==> src/rtl/sad_motion_search.sv <==
// rtl/sad_motion_search.sv - full-search SAD motion estimator sequencer
//
// Issues every candidate offset in a +/-RANGE window in raster order to an
// external 8x8 SAD core, tracks the returned SADs through a SAD_LATENCY-deep
// delay line and keeps the minimum (earliest candidate wins on ties).
//
// Ports:
//   clk        - clock, all logic on rising edge
//   aclr       - asynchronous active-high reset
//   start      - request a new search (ignored while busy and in DONE)
//   sad_in     - SAD from the core, SAD_LATENCY cycles after candidate issue
//   cand_valid - candidate offset being issued this cycle
//   cand_dx/dy - two's-complement candidate offset (0 when not issuing)
//   busy       - first issue cycle through last result cycle
//   done       - one-cycle completion pulse
//   best_sad   - minimum SAD of the last search
//   best_dx/dy - two's-complement offset of that minimum
module sad_motion_search #(
  parameter int RANGE       = 4,
  parameter int SAD_LATENCY = 4
) (
  input  logic        clk,
  input  logic        aclr,
  input  logic        start,
  input  logic [13:0] sad_in,
  output logic        cand_valid,
  output logic [4:0]  cand_dx,
  output logic [4:0]  cand_dy,
  output logic        busy,
  output logic        done,
  output logic [13:0] best_sad,
  output logic [4:0]  best_dx,
  output logic [4:0]  best_dy
);

  localparam logic [4:0] R_POS    = RANGE[4:0];
  localparam logic [4:0] R_NEG    = ~R_POS + 5'd1;
  localparam int         LAT_M1   = SAD_LATENCY - 1;
  localparam logic [3:0] LAT_LAST = LAT_M1[3:0];

  typedef enum logic [1:0] {IDLE, SCAN, DRAIN, DONE} state_t;

  state_t      state, state_nxt;
  logic [4:0]  cnt_dx, cnt_dy;
  logic [3:0]  drain_cnt;
  logic        load;
  logic        first_pend;

  logic        dl_v  [SAD_LATENCY];
  logic [4:0]  dl_dx [SAD_LATENCY];
  logic [4:0]  dl_dy [SAD_LATENCY];
  logic        res_valid;

  assign load      = (state == IDLE) && start;
  assign res_valid = dl_v[SAD_LATENCY-1];

  always_ff @(posedge clk or posedge aclr) begin
    if (aclr) state <= IDLE;
    else      state <= state_nxt;
  end

  always_comb begin
    state_nxt  = state;
    cand_valid = 1'b0;
    cand_dx    = 5'd0;
    cand_dy    = 5'd0;
    busy       = 1'b0;
    done       = 1'b0;
    case (state)
      IDLE: begin
        if (start) state_nxt = SCAN;
      end
      SCAN: begin
        cand_valid = 1'b1;
        cand_dx    = cnt_dx;
        cand_dy    = cnt_dy;
        busy       = 1'b1;
        if (cnt_dx == R_POS && cnt_dy == R_POS) state_nxt = DRAIN;
      end
      DRAIN: begin
        busy = 1'b1;
        if (drain_cnt == LAT_LAST) state_nxt = DONE;
      end
      DONE: begin
        done      = 1'b1;
        state_nxt = IDLE;
      end
      default: state_nxt = IDLE;
    endcase
  end

  // Raster counters: dx inner, dy outer; drain counter restarts during SCAN
  always_ff @(posedge clk or posedge aclr) begin
    if (aclr) begin
      cnt_dx    <= 5'd0;
      cnt_dy    <= 5'd0;
      drain_cnt <= 4'd0;
    end else begin
      if (load) begin
        cnt_dx <= R_NEG;
        cnt_dy <= R_NEG;
      end else if (state == SCAN) begin
        if (cnt_dx == R_POS) begin
          cnt_dx <= R_NEG;
          cnt_dy <= cnt_dy + 5'd1;
        end else begin
          cnt_dx <= cnt_dx + 5'd1;
        end
      end
      if (state == DRAIN) drain_cnt <= drain_cnt + 4'd1;
      else                drain_cnt <= 4'd0;
    end
  end

  // Delay line aligning each candidate's offset with its returning SAD
  always_ff @(posedge clk or posedge aclr) begin
    if (aclr) begin
      for (int i = 0; i < SAD_LATENCY; i++) begin
        dl_v[i]  <= 1'b0;
        dl_dx[i] <= 5'd0;
        dl_dy[i] <= 5'd0;
      end
    end else begin
      dl_v[0]  <= cand_valid;
      dl_dx[0] <= cand_dx;
      dl_dy[0] <= cand_dy;
      for (int i = 1; i < SAD_LATENCY; i++) begin
        dl_v[i]  <= dl_v[i-1];
        dl_dx[i] <= dl_dx[i-1];
        dl_dy[i] <= dl_dy[i-1];
      end
    end
  end

  // Best tracker: first result of a search loads unconditionally, later
  // results only on strictly smaller SAD so ties keep the earlier candidate
  always_ff @(posedge clk or posedge aclr) begin
    if (aclr) begin
      first_pend <= 1'b0;
      best_sad   <= 14'd0;
      best_dx    <= 5'd0;
      best_dy    <= 5'd0;
    end else begin
      if (load) begin
        first_pend <= 1'b1;
      end else if (res_valid) begin
        first_pend <= 1'b0;
      end
      if (res_valid && (first_pend || sad_in < best_sad)) begin
        best_sad <= sad_in;
        best_dx  <= dl_dx[SAD_LATENCY-1];
        best_dy  <= dl_dy[SAD_LATENCY-1];
      end
    end
  end

endmodule

==> config.mk <==
export PLATFORM = sky130hd
export DESIGN_NAME = sad_motion_search
export DESIGN_NICKNAME = d
export VERILOG_FILES = /design/src/rtl/sad_motion_search.sv
export SDC_FILE = /design/constraint.sdc
export NUM_CORES = 1
export LEC_CHECK = 0
export CORE_ASPECT_RATIO = 1.2
export CORE_MARGIN = 2
export CORE_UTILIZATION = 48
export CTS_CLUSTER_DIAMETER = 30
export CTS_CLUSTER_SIZE = 16
export DETAILED_ROUTE_END_ITERATION = 12
export GPL_ROUTABILITY_DRIVEN = 0
export GPL_TIMING_DRIVEN = 0
export PLACE_DENSITY = 0.76
export SETUP_SLACK_MARGIN = 0.5
export SLEW_MARGIN = 25
export SYNTH_ARGS = -nofsm -noshare
export SYNTH_HDL_FRONTEND = slang
export SYNTH_SLANG_ARGS = --single-unit
==> constraint.sdc <==
create_clock -name clk -period 2.81 [get_ports clk]
set_clock_uncertainty 0.15 [all_clocks]
set_input_delay 0.562 -clock clk [delete_from_list [all_inputs] [get_ports clk]]
set_output_delay 0.562 -clock clk [all_outputs]
set_load 0.1 [all_outputs]
-- After elaboration in Yosys (flattened, before gate mapping)
Index checks and enable logic that the tools add are counted.
- equal/unequal tests: 9
- mux-type cells: 18
- add/sub/neg operators: 3
- magnitude comparators: 1
- reductions and logical operators: 11
- operators by type and width (operator ; count):
    two-way mux 5 bit ; 8
    < comparator 14 bit ; 1
    adder 5 x 1 -> 5 bit, second input constant ; 2
    == test 5 x 3 -> 1 bit, second input constant ; 2
    case mux 2 bit (4 select lines) ; 1
    two-way mux 2 bit ; 3
    != test 2 bit, second input constant ; 3
    nonzero test 2 bit ; 3
    two-way mux 1 bit ; 5
    adder 4 x 1 -> 4 bit, second input constant ; 1
    == test 2 bit, second input constant ; 2
    == test 4 x 2 -> 1 bit, second input constant ; 1
    two-way mux 4 bit ; 1
    logical AND 1 bit ; 3
    AND reduction 3 bit ; 1
    == test 2 x 1 -> 1 bit, second input constant ; 1
    logical NOT 2 bit ; 1
    AND reduction 2 bit ; 1
    OR reduction 2 bit ; 1
    logical OR 1 bit ; 1
- input bits: 17
- output and inout port bits: 37
- register bits after elaboration: 85
- logic and storage cells: 62

-- Longest topological paths before layout
- depth after elaboration: 4
- depth in mapped cells: 8
- depth with buffers taken out: 8

-- Worst setup path after synthesis
Ideal clock, no wire load.
- path kind: register to output
- from: register state[1]
- to: output cand_dx[0]
- path buffers: 0
- path slack: -806 ps
- arrival: 2904 ps
- stages on the path, launching flop included: 5
- cell sequence: dfrtp_1 inv_1 ha_1 inv_1 nor2_1
- cells in the longest elaborated chain, start to end: 2
- RTL lines (element ; RTL line ; source):
    from (decl) ; 43 ; state_t state, state_nxt;
    from (signal assigned) ; 59 ; else state <= state_nxt;
    == test 2 x 1 -> 1 bit ; 69 ; case (state)
    two-way mux 5 bit ; 69 ;
    to (decl) ; 27 ; output logic [4:0] cand_dx,
No other way between the ends.

-- Final worst setup path
Same ends and word-level chain as after synthesis.

==> flow_summary.toml <==
[synth]
synth_xor_area_frac = 0.0130
ys_ff_latch = 85
synthSimpleGateAreaFrac = 0.0742
synth-compound-area-share = 0.0526
syn-num-nets = 283
yosys-top-cells-area = "dfrtp_1 63%, mux2_4 8.9%, ha_1 8.6%"
synth_top_family_by_area = "multiplexers"
yosysSeqAreaShare = 0.634
synth_fa_ha_area_frac = 0.0857
ys_warn_count = 0
netlist_instances = 243
yosysTopAreaCell = "dfrtp_1"
synth_cell_types = 27
synth_top_area_frac = 0.634
synthMuxAreaShare = 0.106
syn_avg_cell_area_um2 = 13.8
synthesis.area_mm2 = 0.00336

[global_routing]
track_usage = 0.169
grt_max_degree = 30
antenna_found_initial = 0
grt_pass1_vias = 2066
grt_busiest_layer = "met2"
grt.overflow.total = 0
grtUsageMet3 = 0.0322
grt_pass1_wl_um = 9640
grt_use_met1 = 0.212
use_met2 = 0.276

[drt]
wirelength_um = 6050
via_count = 2052
ant_nets = 0
drtIter0Drc = 74
post_drt_wl_per_cell_um = 14.7
drc = 0
first_pass_iters = 4
viasPerCell = 4.99

[setup_path]
cp_slowest_cell = "dfrtp_1"
cp-end-kind = "output port"
start_kind = "flop"
path_cells = "inv_2 > ha_4 > clkinvlp_4 > nor2_4 > buf_12"
critPathBufInv = 3
cp.arrival_ns = 1.62
crit_family = "buffers and inverters"
slowest_delay_ns = 0.41
crit_required_ns = 2.10
path_class = "flop to output port"
cp_max_fo = 6

[place]
dp_cells = 386
hpwl_um = 3900
numPortBuffers = 53

[sta]
drv_slew = 0
hold_violations = 0
fmax_mhz = 428
timing.final.crit_period_ns = 2.33
rsz0062_at_grt = "yes"
setup_viol = 0
period_share = 0.831
tightest_slew_ns = 0.969
relSlewSlack = 0.357

[clock_network]
htree_num_levels = 3
clock_latency_ns = 0.35
cts.clk_slew.worst_paths_ns = 0.08
cts_tree = "yes"
cts_num_sinks = 85
clockBufferDepth = 2
numCtsBuffers = 9
clockRootBuffer = "clkbuf_8"

[floorplan]
rows = 33
fp.dieW_um = 80.3
die_h_um = 95.6
io-pin-count = 54
dieArea_mm2 = 0.00768
core_area_mm2 = 0.00681
start_util = 0.493

[layout]
final_common_cell = "dfrtp_1"
n_antenna_cell = 0
drive_above_1_share = 0.423
nFillCells = 481
fin_cells = 411
nets = 359
final_cell_mix = "72 x dfrtp_1, 21 x mux2_4, 15 x inv_1, 14 x nand2_1, 14 x ha_1"
syn2layout_area_growth_pct = 41.8

[run]
drv_cap = 0

[hold_path]
hp-class = "flop to flop"

[status]
status = "finished clean"
[synth_stat cells]
library cell	count
a211oi_2	1
buf_6	2
nand4_1	4
nand2_1	15
o21ai_0	11
or2_2	1
nor2b_1	1
mux2_2	5
and3_1	2
mux2_4	20
and2_1	9
clkbuf_1	1
a21oi_1	13
nor3_1	2
nand2b_1	1
inv_1	24
xor2_1	3
ha_1	23
xnor2_1	2
nand4bb_1	2
dfrtp_1	85
nor2_1	6
o21a_1	1
nand3_1	5
o221ai_1	2
o32a_1	1
o21ai_2	1
[state kept, by name (all words and copies together) (netlist names)]
| signal | flops |
|---|---|
| res_valid | 1 |
| dl_v | 3 |
| cnt_dx | 5 |
| first_pend | 1 |
| best_sad | 14 |
| best_dy | 5 |
| state | 2 |
| dl_dx | 20 |
| best_dx | 5 |
| drain_cnt | 4 |
| cnt_dy | 5 |
| dl_dy | 20 |
[logic make-up (layout without fill, tap and decap cells)]
kind of cell	Yosys count	in the layout
muxes	25	25
xor gates and xnor gates	5	5
AOI/OAI and AO/OA	30	30
buffers and inverters	27	108
DFF	85	85
adders and majority gates	23	23
and+or+nand+nor	48	48
[path summary, 6_finish.rpt]
| path | startpoint | end | slack, ns | cells past startpoint |
|---|---|---|---|---|
| worst max-delay path | state[1] | cand_dx[0] | 0.48 | 5 |
| worst min-delay path | dl_dy[11] | dl_dy[6] | 0.20 | 0 |
| worst max register to register | best_sad[5] | best_sad[0] | 0.51 | 9 |
| worst min register to register | dl_dy[11] | dl_dy[6] | 0.20 | 0 |
| max in group asynchronous | aclr | best_sad[12] | 1.23 | 5 |
| min in group asynchronous | aclr | dl_dx[16] | 0.42 | 2 |
[what timing repair did]
action	in CTS	in global routing
endpoints found under the setup margin	61	50
pin swaps	17	7
setup buffers	4	3
gates resized for setup	177	35
gates cloned	2	0
hold buffers	0	0
[worst register-to-register path, stage by stage (launching register included)]
cell and delay [ns]:
dfrtp_4 0.48, inv_1 0.11, ha_4 0.22, a21oi_2 0.16, o221ai_2 0.12, a211oi_2 0.26
o21ai_4 0.10, buf_12 0.15, buf_8 0.13, mux2_4 0.30
[stage by stage]
stage | cell area, um^2 | setup TNS, ns | hold WS (ns) | worst slack (ns) | utilization
detailed placement | 4200 | -5.93 | 0.185 | -0.236 | 0.617
global placement | 4130 | -4.97 | 0.182 | -0.208 | 0.606
floorplan | 3490 | 0 | 0.181 | 0.359 | -
finish | 4760 | 0 | 0.197 | 0.476 | 0.699
global route | 4760 | 0 | 0.205 | 0.392 | 0.699
CTS | 4670 | 0 | 0.199 | 0.391 | 0.685
[area by class of cell]
cell class / count / area (um^2) / area share
repair buffers: 65 / 785 / 0.165
clock inverters: 6 / 68.8 / 0.0145
multi-input cells: 131 / 1350 / 0.283
plain buffers: 3 / 43.8 / 0.00920
inverters: 24 / 101 / 0.0213
clock buffers: 10 / 138 / 0.0289
well taps: 87 / 109 / 0.0229
flip-flops and latches: 85 / 2170 / 0.456
[routing by layer]
metal / wire [um] / up-vias
met2: 3080 / 47
met3: 232 / 15
met5: 0 / -
li1: - / 969
met4: 170 / 0
met1: 2560 / 1021
Power is left out: the tool's default activity adds up to more than one toggle a clock period on the data nets, which glitch-free logic cannot reach.
